<file path="config.mk">
export PLATFORM = sky130hd
export DESIGN_NAME = rst_seq_ctrl
export DESIGN_NICKNAME = d
export VERILOG_FILES = /design/src/rtl/rst_seq_ctrl.sv
export SDC_FILE = /design/constraint.sdc
export NUM_CORES = 1
export LEC_CHECK = 0
export CORE_AREA = 2 2 83 105
export DETAILED_ROUTE_END_ITERATION = 10
export DIE_AREA = 0 0 85 107
export PLACE_DENSITY = 0.38
export SLEW_MARGIN = 20
export SYNTH_ARGS = -nofsm -noshare
export SYNTH_HDL_FRONTEND = slang
export SYNTH_SLANG_ARGS = --single-unit
</file>
<file path="constraint.sdc">
create_clock -name clk_c1 -period 5.8 [get_ports clk_c1]
set_input_delay 0.87 -clock clk_c1 [delete_from_list [all_inputs] [get_ports clk_c1]]
set_output_delay 0.87 -clock clk_c1 [all_outputs]
set_load 0.01 [all_outputs]
</file>
<file path="src/rtl/rst_seq_ctrl.sv">
// Reset sequencer: qualifies PLL lock, then releases reset channels in
// ascending order; lock loss or soft reset restarts the whole sequence.
module rst_seq_ctrl #(
    parameter int CH_NUM      = 4,
    parameter int CNT_W       = 16,
    parameter int LOCK_FILTER = 16,
    parameter int INIT_DLY    = 1000,
    parameter int STEP_DLY    = 100
) (
    input  logic              clk_c1,
    input  logic              rst_n,
    input  logic              pll_locked,
    input  logic              soft_rst,
    output logic [CH_NUM-1:0] rst_n_o,
    output logic              all_done,
    output logic [1:0]        seq_state,
    output logic [7:0]        lock_lost_cnt
);

    localparam int SW = (CH_NUM > 1) ? $clog2(CH_NUM) : 1;

    localparam logic [CNT_W-1:0]  FILT_T = CNT_W'(LOCK_FILTER - 1);
    localparam logic [CNT_W-1:0]  INIT_T = CNT_W'(INIT_DLY - 1);
    localparam logic [CNT_W-1:0]  STEP_T = CNT_W'(STEP_DLY - 1);
    localparam logic [SW-1:0]     LAST   = SW'(CH_NUM - 1);
    localparam logic [CH_NUM-1:0] ONE    = CH_NUM'(1);

    typedef enum logic [1:0] {
        WAIT_LOCK = 2'd0,
        FILTER    = 2'd1,
        SEQ       = 2'd2,
        DONE      = 2'd3
    } state_t;

    state_t            state_q, state_d;
    logic [CNT_W-1:0]  cnt_q, cnt_d;
    logic [SW-1:0]     stage_q, stage_d;
    logic [CH_NUM-1:0] rel_q, rel_d;
    logic              done_q, done_d;
    logic [7:0]        lost_q, lost_d;
    logic              sync1_q, lock_s_q;
    logic [CNT_W-1:0]  target;

    // pll_locked is asynchronous to clk_c1
    always_ff @(posedge clk_c1 or negedge rst_n) begin
        if (!rst_n) begin
            sync1_q  <= 1'b0;
            lock_s_q <= 1'b0;
        end else begin
            sync1_q  <= pll_locked;
            lock_s_q <= sync1_q;
        end
    end

    always_ff @(posedge clk_c1 or negedge rst_n) begin
        if (!rst_n) begin
            state_q <= WAIT_LOCK;
            cnt_q   <= '0;
            stage_q <= '0;
            rel_q   <= '0;
            done_q  <= 1'b0;
            lost_q  <= '0;
        end else begin
            state_q <= state_d;
            cnt_q   <= cnt_d;
            stage_q <= stage_d;
            rel_q   <= rel_d;
            done_q  <= done_d;
            lost_q  <= lost_d;
        end
    end

    assign target = (stage_q == '0) ? INIT_T : STEP_T;

    always_comb begin
        state_d = state_q;
        cnt_d   = cnt_q;
        stage_d = stage_q;
        rel_d   = rel_q;
        done_d  = done_q;
        lost_d  = lost_q;
        unique case (state_q)
            WAIT_LOCK: begin
                cnt_d   = '0;
                stage_d = '0;
                rel_d   = '0;
                done_d  = 1'b0;
                if (lock_s_q) begin
                    state_d = FILTER;
                end
            end
            FILTER: begin
                if (!lock_s_q || soft_rst) begin
                    state_d = WAIT_LOCK;
                    cnt_d   = '0;
                end else if (cnt_q == FILT_T) begin
                    state_d = SEQ;
                    cnt_d   = '0;
                    stage_d = '0;
                end else begin
                    cnt_d = cnt_q + CNT_W'(1);
                end
            end
            SEQ, DONE: begin
                if (!lock_s_q || soft_rst) begin
                    state_d = WAIT_LOCK;
                    cnt_d   = '0;
                    stage_d = '0;
                    rel_d   = '0;
                    done_d  = 1'b0;
                    // only a genuine lock loss is counted
                    if (!lock_s_q && lost_q != 8'hFF) begin
                        lost_d = lost_q + 8'd1;
                    end
                end else if (state_q == SEQ) begin
                    if (cnt_q == target) begin
                        rel_d = rel_q | (ONE << stage_q);
                        cnt_d = '0;
                        if (stage_q == LAST) begin
                            state_d = DONE;
                            done_d  = 1'b1;
                        end else begin
                            stage_d = stage_q + SW'(1);
                        end
                    end else begin
                        cnt_d = cnt_q + CNT_W'(1);
                    end
                end
            end
            default: begin
                state_d = WAIT_LOCK;
            end
        endcase
    end

    assign rst_n_o       = rel_q;
    assign all_done      = done_q;
    assign seq_state     = state_q;
    assign lock_lost_cnt = lost_q;

endmodule
</file>
==> results_dict.tcl, run 1 <==
set metrics [dict create \
    initial_utilization_pct 24.4 \
    mostFrequentLayoutCell "sky130_fd_sc_hd__dfrtp_1" \
    fin_crit_sh_pct 43.1 \
    htreeDepth 2 \
    tns_ns 0 \
    firstDrtPassIters 4 \
    worst_setup_path_start_kind "flop" \
    power.static_leakage_uw 0.000898 \
    timing.final.max_slew_violations 0 \
    rr_startpoint "cnt_q[13]" \
    grt_max_degree 36 \
    vertical_die_dimension_um 107 \
    critPathMaxStageDelay_ns 0.68 \
    cts_setup_buffers 0 \
    cts_hold_buf 0 \
    seqPwrFrac_pct 46.2 \
    synthDistinctLibCells 49 \
    pwr_density_cell_nw_per_um2 233 \
    period_needed_ns 2.50 \
    status "complete, no violations" \
    timing.critical_path.to_type "output port" \
    rows 37 \
    power.net_switching_uw 123 \
    maxCapViolCount 0 \
    whs_endpoint "lock_s_q" \
    core_area_um2 8100 \
    syn2layout_area_growth_pct 19.6 \
    place_congestion 0.760 \
    reg2reg_setup_slack_ns 3.50 \
    root_buffer "sky130_fd_sc_hd__clkbuf_8" \
    worst_voltage_drop_across_the_vdd_grid_v 0.0000999 \
    hold_class "reg2reg" \
    non_filler_cell_area_final_um2 2370 \
    unrepaired_setup_endpoints_after_global_routing "false" \
    setup-violations-final 0 \
    fillCellCount 845 \
    switching_share_pct 22.3 \
    buf_inv_stages_crit_path 1 \
    clk-insertion-delay-late_ns 0.30 \
    internal_power_uw 429 \
    antenna_found_initial 0 \
    placement.io_buffers 18 \
    route.antenna.remaining_nets 0 \
    relSlewSlack_pct 45.3 \
    crit_arrival_ns 1.63 \
    postSynthCellCount 197 \
    buffer_levels_on_the_longest_clock_path 2 \
    drc 0 \
    finish.net_count 223 \
    clock_power_share_pct 49.2 \
    final-hold-violation-count 0 \
    yosys_warnings 0 \
    grt_pass1_wl_um 8270 \
    number_of_vias_in_the_routed_layout 1536 \
    timing.clock.skew_ns 0.0129 \
    clock-sinks 35 \
    timing.hold.worst.start "sync1_q" \
    dp_hpwl_um 3380 \
    top_usage_layer "met2" \
    cpLargestDelayFamily "flip-flops" \
    design.die.area_um2 9100 \
    syn-mean-instance-area_um2 10.0 \
    fmax_mhz 400 \
    ys_ff_latch 35 \
    min_path_cells 0 \
    most-common-layout-cells "sky130_fd_sc_hd__dfrtp_1 (35), sky130_fd_sc_hd__clkdlybuf4s50_1 (17), sky130_fd_sc_hd__nor2_1 (14)" \
    worstPathRequired_ns 4.93 \
    worst-slew-pin-transition_ns 0.820 \
    grt_usage_pct 11.5 \
    global_route.usage.met2_pct 20.2 \
    boundary_pin_count 19 \
    power_frac_comb_pct 4.5 \
    syn_area_um2 1980 \
    postLayoutCoreUtil_pct 29.2 \
    critical_path_peak_fanout 16 \
    post_cts_resize_count 0 \
    grt_pass1_vias 1619 \
    global_route.overflow_total 0 \
    drt-initial-drc-count 48 \
    placement.cell_area_um2 2230 \
    tritoncts "yes" \
    worst-setup-path-type "reg2out" \
    cts.clk_slew.worst_paths_ns 0.08 \
    critical_path.slowest_cell "sky130_fd_sc_hd__dfrtp_1" \
    drive_above_1_share_pct 7.01 \
    wl_per_cell_um 15.5 \
    placed_cells_incl_taps 303 \
    vias_per_cell 4.94 \
    yosysSeqAreaShare_pct 44.3 \
    final_routed_wirelength_um 4810 \
    die-width_um 85 \
    worst_r2r_path_depth 4 \
    antenna-diode-count 0 \
    total_power_uw 552 \
    cts_inserted_buffers 5 \
    critical_path.startpoint "seq_state[1]" \
    groute.layer.met3.usage_pct 2.69 \
    grt_use_met1_pct 13.7 \
    post_layout_nonfiller_instances 311 \
    timing.critical_path.cells "clkdlybuf4s50_1" \
    regToRegEndpoint "cnt_q[13]" \
    syn_nets 207 \
]
==> per-layer routing <==
layer | share of wire, % | wire length, um | vias to the layer above
met5 | 0 | 0 | -
met4 | 1.8 | 87 | 0
met3 | 3.7 | 179 | 8
met2 | 50 | 2430 | 27
met1 | 44 | 2120 | 743
li1 | - | - | 758
==> cells in the mapped netlist (all sizes together) <==
library cell | n | area [um2]
o221ai | 1 | 8.76
o311ai | 2 | 32.5
a22oi | 2 | 15.0
a32o | 1 | 10.0
buf | 3 | 21.3
nand3 | 12 | 60.1
or4b | 1 | 10.0
o21ai | 6 | 30.0
o21a | 3 | 22.5
nor3b | 2 | 15.0
dfrtp | 35 | 876
nand4b | 3 | 26.3
a41o | 1 | 10.0
nand4 | 4 | 25.0
or3 | 5 | 31.3
xnor2 | 12 | 105
nor2b | 2 | 12.5
nand3b | 3 | 22.5
a311oi | 1 | 8.76
nor3 | 6 | 30.0
clkbuf | 6 | 23.8
a32oi | 2 | 17.5
o2111ai | 2 | 17.5
a211o | 2 | 17.5
and4b | 1 | 10.0
nor4 | 4 | 40.0
ha | 6 | 75.1
or4 | 3 | 26.3
nor2 | 14 | 52.6
a2bb2oi | 1 | 8.76
inv | 8 | 30.0
and4 | 1 | 8.76
a21o | 2 | 15.0
mux2i | 2 | 20.0
nand2b | 3 | 18.8
or4bb | 1 | 11.3
xor2 | 5 | 43.8
nor4b | 2 | 17.5
mux2 | 1 | 11.3
a31oi | 4 | 25.0
o21bai | 1 | 7.51
a21oi | 11 | 55.1
and2 | 3 | 18.8
nand2 | 7 | 33.8
==> worst max-delay path by stage <==
stage / endpoint / slack (ns) / cells past startpoint
finish: seq_state[1] / 3.30 / 1
floorplan: stage_q[0] / 3.75 / 5
global route: seq_state[1] / 3.23 / 1
global placement: cnt_q[10] / 3.27 / 5
detailed placement: cnt_q[10] / 3.24 / 5
CTS: seq_state[1] / 3.28 / 1
==> final cells by class <==
| cell class | instances | area, um2 | share of cell area, % |
|---|---|---|---|
| Tap cell | 97 | 121 | 5.13 |
| Sequential cell | 35 | 876 | 37.0 |
| Multi-Input combinational cell | 145 | 1030 | 43.4 |
| Timing Repair Buffer | 18 | 175 | 7.40 |
| Clock buffer | 5 | 68.8 | 2.91 |
| Inverter | 8 | 30.0 | 1.27 |
| Clock inverter | 3 | 67.6 | 2.86 |
==> state kept, by name, summed over array words and instances (netlist names) <==
name / flops
lock_lost_cnt: 8
stage_q: 2
sync1_q: 1
cnt_q: 16
lock_s_q: 1
seq_state: 2
all_done: 1
rst_n_o: 4
==> cells by family after synthesis <==
logic type | count (synthesis) | synth area share (%)
buffers and inverters | 17 | 3.79
flip-flops | 35 | 44.3
multiplexers | 3 | 1.58
adder cells (fa/ha/maj) | 6 | 3.79
XOR/XNOR | 17 | 7.53
AND/OR/NAND/NOR | 77 | 23.8
AO/OA/AOI/OAI | 42 | 15.2
==> stage by stage <==
stage,hold WS (ns),setup slack [ns]
after floorplan,0.331,3.75
after global placement,0.340,3.27
final,0.357,3.30
after detailed placement,0.340,3.24
after global routing,0.369,3.23
after CTS,0.361,3.28
==> power by group through the flow <==
| stage | combinational (uW) | sequential [uW] | clock [uW] |
|---|---|---|---|
| 2_1_floorplan | 16.8 | 257 | 0 |
| 4_1_cts | 26.1 | 255 | 281 |
| 3_3_place_gp | 26.0 | 260 | 0 |
| 6_report | 25.1 | 255 | 272 |
| 3_5_place_dp | 26.1 | 260 | 0 |
| 5_1_grt | 29.4 | 257 | 291 |
Note: power is estimated with default switching activity, not from simulation.
==> inputs of run 2 (changes only) <==
PLACE_DENSITY = 0.39   (was 0.38)
clock period = 2.1 ns   (was 5.8 ns; I/O delays follow)
==> results_dict.tcl, run 2 (same netlist as run 1, synthesis figures left out) <==
set metrics [dict create \
    worst-setup-path-type "reg2reg" \
    root_buffer "sky130_fd_sc_hd__clkbuf_8" \
    hold_class "in2async" \
    maxCapViolCount 0 \
    drc 0 \
    timing.critical_path.cells "or4_4, or4_4, o311ai_4, nand3_1" \
    failed_checks "negative hold slack" \
    critical_path.slowest_cell "sky130_fd_sc_hd__or4_4" \
    groute.layer.met3.usage_pct 2.39 \
    pwr_density_cell_nw_per_um2 547 \
    place_congestion 0.797 \
    number_of_vias_in_the_routed_layout 1678 \
    grt_pass1_wl_um 8770 \
    final_routed_wirelength_um 5120 \
    worstPathRequired_ns 2.27 \
    unrepaired_setup_endpoints_after_global_routing "true" \
    power.static_leakage_uw 0.00106 \
    grt_max_degree 24 \
    grt_use_met1_pct 13.9 \
    antenna-diode-count 0 \
    crit_path_frequent_cell "sky130_fd_sc_hd__or4_4" \
    initial_utilization_pct 24.4 \
    setup-violations-final 0 \
    clk-insertion-delay-late_ns 0.30 \
    dp_hpwl_um 3850 \
    antenna_found_initial 0 \
    postLayoutSetupSlackWorst_ns 0.0299 \
    grt_pass1_vias 1806 \
    vertical_die_dimension_um 107 \
    placement.io_buffers 18 \
    timing.critical_path.to_type "flop" \
    firstDrtPassIters 4 \
    buffer_levels_on_the_longest_clock_path 2 \
    timing.clock.skew_ns 0.0162 \
    dpl_worst_slack_ns -0.00608 \
    tritoncts "yes" \
    fin_crit_sh_pct 98.6 \
    global_route.usage.met2_pct 22.7 \
    route.antenna.remaining_nets 0 \
    rows 37 \
    final-hold-violation-count 12 \
    hold_slack_ns -0.00251 \
    period_needed_ns 2.07 \
    tns_ns 0 \
    finish.net_count 254 \
    htreeDepth 2 \
    top_register "cnt_q" \
    critical_path_peak_fanout 6 \
    clock-sinks 35 \
    drive_above_1_share_pct 19.6 \
    timing.final.max_slew_violations 0 \
    global_route.overflow_total 0 \
    critPathMaxStageDelay_ns 0.65 \
    crit_arrival_ns 2.24 \
    worst_setup_path_start_kind "flop" \
    design.die.area_um2 9100 \
    mostFrequentLayoutCell "sky130_fd_sc_hd__dfrtp_1" \
    most-common-layout-cells "sky130_fd_sc_hd__dfrtp_1 (35), sky130_fd_sc_hd__buf_4 (30), sky130_fd_sc_hd__clkdlybuf4s50_1 (17)" \
    syn2layout_area_growth_pct 32.3 \
    cts.clk_slew.worst_paths_ns 0.09 \
    top_usage_layer "met2" \
    largest_register_ffs 16 \
    core_area_um2 8100 \
    drt-initial-drc-count 51 \
    wl_per_cell_um 15.0 \
    fillCellCount 834 \
    worst_voltage_drop_across_the_vdd_grid_v 0.000205 \
    worst-slew-pin-transition_ns 0.558 \
    fmax_mhz 483 \
    grt_usage_pct 12.3 \
    status "complete, but fails checks" \
    die-width_um 85 \
    boundary_pin_count 19 \
    vias_per_cell 4.91 \
    cts_inserted_buffers 5 \
    relSlewSlack_pct 62.8 \
]
[run 2: stage by stage]
| stage | hold WS (ns) | std cells | util [%] | power, uW | cell area (um2) |
|---|---|---|---|---|---|
| finish | -0.00251 | 342 | 32.3 | 1430 | 2620 |
| global placement | 0.333 | 335 | 30.6 | 812 | 2480 |
| CTS | 0.0245 | 343 | 32.1 | 1450 | 2600 |
| floorplan | 0.0194 | 197 | - | 757 | 1980 |
| detailed placement | 0.339 | 335 | 30.6 | 813 | 2480 |
| global route | 0.0371 | 342 | 32.3 | 1500 | 2620 |
[run 2: layout make-up]
type,instances,area (um2),share of cell area (%)
clock buffer,5,68.8,2.63
clock inverter,3,43.8,1.67
inverter,8,30.0,1.15
multi-input combinational,145,1060,40.4
sequential,35,876,33.5
tap,97,121,4.64
timing repair buffer,49,420,16.1
[run 2: final timing paths]
check	depth (start not counted)	start	end	slack (ns)
max reg2reg	4	cnt_q[12]	stage_q[1]	0.03
max	4	cnt_q[12]	stage_q[1]	0.03
max in group asynchronous	2	rst_n	cnt_q[2]	1.57
min reg2reg	0	sync1_q	lock_s_q	0.36
min in group clk_c1	0	sync1_q	lock_s_q	0.36
min	1	rst_n	cnt_q[1]	-0.003
[run 2: worst max-delay path, delay by kind of cell, from the launching register on]
| kind | cells | cell delay (ns) |
|---|---|---|
| AO/OA/AOI/OAI | 1 | 0.24 |
| flip-flops | 1 | 0.38 |
| AND/OR/NAND/NOR | 3 | 1.30 |
[run 2: layer usage]
layer	vias to the layer above	share of wire (%)
met5	-	0
met4	0	1.5
met3	6	3.5
met2	29	52
met1	825	43
li1	818	-
[run 2: where the power goes]
| group | total (uW) | leakage, uW | switching [uW] | internal (uW) |
|---|---|---|---|---|
| clock network | 631 | 0.0000581 | 277 | 354 |
| registers | 698 | 0.000482 | 11.5 | 686 |
| logic | 102 | 0.000523 | 58.0 | 43.5 |
| total | 1430 | 0.00106 | 347 | 1080 |
[run 2: what timing repair did]
action | 4_1_cts | 5_1_grt
hold buffers | 0 | 0
pin swaps | 0 | 1
endpoints found under the setup margin | 3 | 14
gates resized for setup | 2 | 4
setup buffers | 0 | 0
==> inputs of run 3 (changes only) <==
MAX_ROUTING_LAYER = met4   (was not set)
==> results_dict.tcl, run 3 (same netlist as run 1, synthesis figures left out) <==
set metrics [dict create \
    global_route.overflow_total 0 \
    hold_slack_ns -0.00170 \
    vias_per_cell 4.90 \
    maxCapViolCount 0 \
    tritoncts "yes" \
    worst_r2r_path_depth 4 \
    placement.io_buffers 18 \
    failed_checks "negative hold slack" \
    worst_setup_path_start_kind "flop" \
    timing.final.max_slew_violations 0 \
    postLayoutCoreUtil_pct 32.3 \
    relSlewSlack_pct 62.7 \
    power.static_leakage_uw 0.00106 \
    cts.clk_slew.worst_paths_ns 0.09 \
    grt_max_degree 24 \
    buffer_levels_on_the_longest_clock_path 2 \
    pwr_density_cell_nw_per_um2 547 \
    place_congestion 0.808 \
    mostFrequentLayoutCell "sky130_fd_sc_hd__dfrtp_1" \
    period_needed_ns 2.07 \
    final-hold-violation-count 7 \
    rows 37 \
    timing.critical_path.cells "or4_4, or4_4, o311ai_4, nand3_1" \
    grt_usage_pct 12.6 \
    tns_ns 0 \
    critPathMaxStageDelay_ns 0.65 \
    antenna_found_initial 0 \
    clock-sinks 35 \
    regToRegEndpoint "stage_q[1]" \
    hold_class "in2async" \
    fmax_mhz 482 \
    finish.net_count 254 \
    critical_path_peak_fanout 6 \
    largest_register_ffs 16 \
    syn2layout_area_growth_pct 32.3 \
    antenna-diode-count 0 \
    number_of_vias_in_the_routed_layout 1675 \
    drt-initial-drc-count 51 \
    vertical_die_dimension_um 107 \
    final_routed_wirelength_um 5140 \
    cp-endpoint "stage_q[1]" \
    route.antenna.remaining_nets 0 \
    crit_arrival_ns 2.24 \
    htreeDepth 2 \
    die-width_um 85 \
    crit_path_frequent_cell "sky130_fd_sc_hd__or4_4" \
    critical_path.slowest_cell "sky130_fd_sc_hd__or4_4" \
    wl_per_cell_um 15.0 \
    cts_hold_buf 0 \
    worst-slew-pin-transition_ns 0.559 \
    boundary_pin_count 19 \
    timing.critical_path.to_type "flop" \
    critical_path.startpoint "cnt_q[12]" \
    worst-setup-path-type "reg2reg" \
    drive_above_1_share_pct 19.6 \
    fin_crit_sh_pct 98.8 \
    root_buffer "sky130_fd_sc_hd__clkbuf_8" \
    top_register "cnt_q" \
    firstDrtPassIters 4 \
    worstPathRequired_ns 2.27 \
    drc 0 \
    unrepaired_setup_endpoints_after_global_routing "true" \
    rr_startpoint "cnt_q[12]" \
    initial_utilization_pct 24.4 \
    non_filler_cell_area_final_um2 2620 \
    cts_inserted_buffers 5 \
    core_area_um2 8100 \
    worst_voltage_drop_across_the_vdd_grid_v 0.000205 \
    timing.clock.skew_ns 0.0163 \
    reg2reg_setup_slack_ns 0.03 \
    most-common-layout-cells "sky130_fd_sc_hd__dfrtp_1 (35), sky130_fd_sc_hd__buf_4 (30), sky130_fd_sc_hd__clkdlybuf4s50_1 (17)" \
    clk-insertion-delay-late_ns 0.30 \
    design.die.area_um2 9100 \
    dp_hpwl_um 3850 \
    status "complete, but fails checks" \
    grt_pass1_vias 1805 \
    setup-violations-final 0 \
    grt_pass1_wl_um 8780 \
    placement.cell_area_um2 2480 \
]
## run 3: cell counts in the layout (fill, tap and decap cells not counted)
No cell type changed its count.
## run 3: final cells by class
type	count	area, um2
sequential	35	876
fill	834	5490
timing repair buffer	49	420
multi-input combinational	145	1060
clock buffer	5	68.8
inverter	8	30.0
tap	97	121
clock inverter	3	43.8
## run 3: worst min path at each step
stage | from | to | slack, ns
2_1_floorplan | rst_n | all_done | 0.02
3_3_place_gp | sync1_q | lock_s_q | 0.33
3_5_place_dp | sync1_q | lock_s_q | 0.34
4_1_cts | rst_n | cnt_q[1] | 0.02
5_1_grt | rst_n | cnt_q[1] | 0.04
6_report | rst_n | cnt_q[1] | -0.002
## run 3: report_power, final
group | internal [uW] | switching (uW) | total [uW] | leakage, uW
Combinational | 43.5 | 58.1 | 102 | 0.000523
Clock | 354 | 277 | 631 | 0.0000581
Sequential | 686 | 11.5 | 698 | 0.000482
## run 3: routing by layer
metal  track usage, %  routed length [um]  vias to the layer above  part of all wire [%]
met5                -                   0                        -                     0
met4             4.08                  75                        0                   1.5
met3             2.16                 155                        6                   3.0
met2             22.7                2650                       26                    52
met1             14.1                2260                      824                    44
li1                 -                   -                      819                     -
## run 3: metrics by stage
step	total power, uW	instances	hold slack, ns	setup WS (ns)
floorplan	757	197	0.0194	0.0470
CTS	1450	343	0.0245	-0.00161
global route	1500	342	0.0371	-0.0433
global placement	812	335	0.333	0.0156
detailed placement	813	335	0.339	-0.00608
finish	1430	342	-0.00170	0.0252
## run 3: worst max-delay path, delay by kind of cell (launching register included)
family | cells | cell delay [ns]
DFF | 1 | 0.38
and+or+nand+nor | 3 | 1.31
AOI/OAI and AO/OA | 1 | 0.25
## run 3: timing repair
item / CTS / global route
setup buffers: 0 / 0
gates resized for setup: 2 / 4
pin swaps: 0 / 1
endpoints found under the hold margin: 0 / 0
endpoints found under the setup margin: 3 / 14
==> RTL edit 1, RTL diff (settings of run 3) <==
Make the reset (`rst_n`) synchronous in 2 clocked blocks. Comments in the files are not updated.
--- a/src/rtl/rst_seq_ctrl.sv
+++ b/src/rtl/rst_seq_ctrl.sv
@@ -42,7 +42,7 @@
     logic [CNT_W-1:0]  target;
 
     // pll_locked is asynchronous to clk_c1
-    always_ff @(posedge clk_c1 or negedge rst_n) begin
+    always_ff @(posedge clk_c1) begin
         if (!rst_n) begin
             sync1_q  <= 1'b0;
             lock_s_q <= 1'b0;
@@ -52,7 +52,7 @@
         end
     end
 
-    always_ff @(posedge clk_c1 or negedge rst_n) begin
+    always_ff @(posedge clk_c1) begin
         if (!rst_n) begin
             state_q <= WAIT_LOCK;
             cnt_q   <= '0;
Behaviour: differs if rst_n is asserted again (counterexample within 4 cycles, from zero or initial values and one cycle with rst_n low); with rst_n held inactive, the same outputs for 10 cycles.
==> RTL edit 1 against run 3 <==
  * Cell area decreased by 13%
  * Sequential cell count unchanged
  * Setup slack gained 0.030 ns
  * Area after synthesis shrank 13%
  * Routed wire length shrank 19%
  * Count of clock-buffer cells in the layout rose by 1
  * Hold slack improved by 0.44 ns
Power is not compared: it rests on default switching activity, and its combinational part moved more than twofold at a synthesized area within 25%.
==> RTL edit 1: results <==
[run_status]
status = complete, no violations

[logic_synthesis]
ys.flop_type = dfxtp_1
synth.net_count = 208
synth_cells = 198
synth.distinct_cells = 43
synth_commonest_cells = dfxtp_1, nor2_1, nand2_1
netlist_top_cells_area = dfxtp_1, xnor2_1, nor2_1
async_reset_ff_share_pct = 0

[hold_path]
hold_path_class = reg -> reg
min_from = sync1_q$_SDFF_PN0_

[critical_path]
timing.rr.end = stage_q[1]$_SDFFE_PN0P_
arrival_ns = 2.22
rr_worst_depth = 7
r2r_slack_ns = 0.05

[placement]
placed_area_sq_um = 2140
gp_congestion = 0.771
dp_hpwl_microns = 3080
pre_cts_ws_ns = 0.0430

[sta]
hold_ws_ns = 0.436
finClkSkew_ns = 0.0101
worst_pin_slew_ns = 0.431

[layout]
final_cell_count_no_fill = 337
nets = 249

[global_routing]
gr-usage-all-layers_pct = 9.73
grt_max_degree = 17
## RTL edit 1: final cells by class
class,instances,area [sq um]
tap,97,121
timing repair buffer,38,343
fill,877,5810
multi-input combinational,152,1010
clock buffer,6,72.6
clock inverter,2,12.5
inverter,7,26.3
sequential,35,703
## RTL edit 1: per-layer routing
metal  global-route usage, %  wire (microns)  up-vias
met5                       -               0        -
met4                    3.74              67        0
met3                    2.31             120        5
met2                    17.1            2160       18
met1                    10.6            1790      680
li1                        -               -      762
## RTL edit 1: timing repair
item / in CTS / in global routing
setup endpoints to repair: 0 / 21
buffers inserted: 0 / 3
resized for setup: 0 / 9
## RTL edit 1: cell families (layout without fill, tap and decap cells)
family                   after synthesis  count (layout)  synth area share [%]
XOR/XNOR                              21              21                  10.7
AND/OR/NAND/NOR                       97              97                  30.2
buffers and inverters                 11              53                  2.84
adder cells (fa/ha/maj)                6               6                  4.37
AO/OA/AOI/OAI                         28              28                  11.1
flip-flops                            35              35                  40.8
## RTL edit 1: worst max-delay path, stage by stage (launching register included)
cell and delay [ns]:
dfxtp_2 0.36, ha_4 0.15, or4b_4 0.48, nor4_4 0.41, buf_4 0.18, nor2_2 0.03
o311ai_1 0.22, o41ai_1 0.11
## RTL edit 1: worst max-delay path by stage
stage | endpoint | slack, ns | cells past startpoint
after floorplan | cnt_q[0]$_SDFFE_PN0P_ | 0.11 | 7
after global placement | cnt_q[2]$_SDFFE_PN0P_ | 0.04 | 7
after detailed placement | stage_q[0]$_SDFFE_PN0P_ | 0.04 | 7
after CTS | cnt_q[5]$_SDFFE_PN0P_ | 0.007 | 7
after global routing | stage_q[0]$_SDFFE_PN0P_ | -0.06 | 7
final | stage_q[1]$_SDFFE_PN0P_ | 0.05 | 7
==> RTL edit 2, RTL diff (settings of run 3) <==
Made on the original files. The parameter `CNT_W` goes from 16 to 14.
--- a/src/rtl/rst_seq_ctrl.sv
+++ b/src/rtl/rst_seq_ctrl.sv
@@ -2,7 +2,7 @@
 // ascending order; lock loss or soft reset restarts the whole sequence.
 module rst_seq_ctrl #(
     parameter int CH_NUM      = 4,
-    parameter int CNT_W       = 16,
+    parameter int CNT_W       = 14,
     parameter int LOCK_FILTER = 16,
     parameter int INIT_DLY    = 1000,
     parameter int STEP_DLY    = 100
Formal check against the unedited RTL: same outputs for any inputs over 10 cycles, from zero or initial values and one cycle with rst_n low; that may be too few to reach the edited logic, so the function may still have changed.
==> RTL edit 2 against run 3 <==
  * Sequential cell count down 2
  * Area after synthesis down 9.9%
  * Setup slack better by 0.067 ns
  * Routed wire length down 13%
  * Cell area down 13%
  * Die area unchanged
  * Count of clock-buffer cells in the layout up 2
  * Power down 13%
  * Largest power group unchanged
==> RTL edit 2: results <==
[run_status]
status = complete, no violations

[layout]
n_antenna_cell = 0
largest_register_ff_count = 14
nets = 224
regMostFlops = cnt_q
drive_above_1_share_pct = 14.4
fillers = 852

[routing]
dr.pass1.iters = 4
drt_iter0_drc = 36
vias = 1507
wire_per_inst_microns = 14.4

[global_routing]
antenna_found_initial = 0
grt_pass1_wl_microns = 7690
grt_max_degree = 34
gr-usage-all-layers_pct = 10.8

[sta]
finClkSkew_ns = 0.00221
worst_pin_slew_ns = 0.797

[logic_synthesis]
ys_seq_area_share_pct = 46.3
synth.net_count = 192
synth_commonest_cells = dfrtp_1, a21oi_1, nand2_1
async_reset_ff_share_pct = 100
synth.distinct_cells = 38
netlist_top_cells_area = dfrtp_1, xor2_1, ha_1
ys_warn_count = 0

[placement]
gp_congestion = 0.727
dp_hpwl_microns = 3180
numPortBuffers = 18

[power]
vdd_drop_max_mv = 0.224
leakage_nw = 0.961

[cts]
path_clk_slew_ns = 0.07
clk_latency_ns = 0.28
post_cts_buffers = 0
root_buffer = clkbuf_8
cts.path.max_buffers = 2
cts-htree-levels = 2
cts_buffers = 5

[critical_path]
arrival_ns = 2.20
crit_start = cnt_q[11]$_DFFE_PN0P_
crit_fanout = 6

[hold_path]
hold_path_class = in -> async
RTL edit 2: cell count changes after synthesis, sizes merged, moves of 5 or more:
cell and change:
and3 +9, o211ai +6, nor2 -10, nor3 -5, xnor2 -7, nand4 +6
nand2 +5
RTL edit 2: critical path, stage by stage, from the launching register on:
cell	delay, ns
dfrtp_1	0.38
or4_4	0.53
or3_4	0.38
or3_4	0.38
o31ai_1	0.24
RTL edit 2: repair_timing:
item	CTS	global route
hold buffers	0	0
setup endpoints to repair	0	6
resized for setup	0	5
endpoints found under the hold margin	0	0
RTL edit 2: path summary, 6_finish.rpt:
kind                                                end  slack [ns]  cells after the start
setup / recovery                   all_done$_DFFE_PN0P_        0.09                      4
hold / removal             lock_lost_cnt[0]$_DFFE_PN0P_        0.11                      1
setup reg to reg                   all_done$_DFFE_PN0P_        0.09                      4
hold reg to reg                      lock_s_q$_DFF_PN0_        0.37                      0
max in group asynchronous        stage_q[0]$_DFFE_PN0P_        1.48                      1
min in group clk_c1                  lock_s_q$_DFF_PN0_        0.37                      0
RTL edit 2: through the flow:
step | cell area [sq um] | worst slack [ns] | cells | hold WS, ns
2_1_floorplan | 1780 | 0.0765 | 182 | 0.0194
3_3_place_gp | 2160 | 0.0612 | 304 | 0.351
3_5_place_dp | 2160 | 0.0178 | 304 | 0.346
4_1_cts | 2260 | 0.00125 | 312 | 0.142
5_1_grt | 2290 | 0.0291 | 312 | 0.179
6_report | 2290 | 0.0917 | 312 | 0.110
RTL edit 2: area by class of cell:
cell class                      instances  share of cell area [%]
Inverter                                5                   0.821
Multi-Input combinational cell        135                    40.4
Tap cell                               97                    5.31
Sequential cell                        33                    36.1
Clock inverter                          1                   0.219
Timing Repair Buffer                   34                    12.9
Clock buffer                            7                    4.21
RTL edit 2: power breakdown:
group | internal (W) | leakage [nW] | switching, W
combinational | 0.0000206 | 0.452 | 0.0000376
sequential | 0.000640 | 0.455 | 0.00000829
clock | 0.000296 | 0.0542 | 0.000240
RTL edit 2: cell families (layout without fill, tap and decap cells):
logic type,after synthesis,count (layout),share of synthesized area [%]
and+or+nand+nor,70,70,23.0
AOI/OAI and AO/OA,44,44,15.9
adders and majority gates,6,6,4.21
DFF,33,33,46.3
muxes,1,1,0.632
buffers and inverters,14,47,3.09
xor gates and xnor gates,14,14,6.88
RTL edit 2: metal layers:
layer	global-route usage (%)	up-vias	wire length, microns
met5	-	-	0
li1	-	741	-
met4	4.65	0	91
met3	2.23	5	147
met1	13.1	737	2020
met2	17.5	24	2230
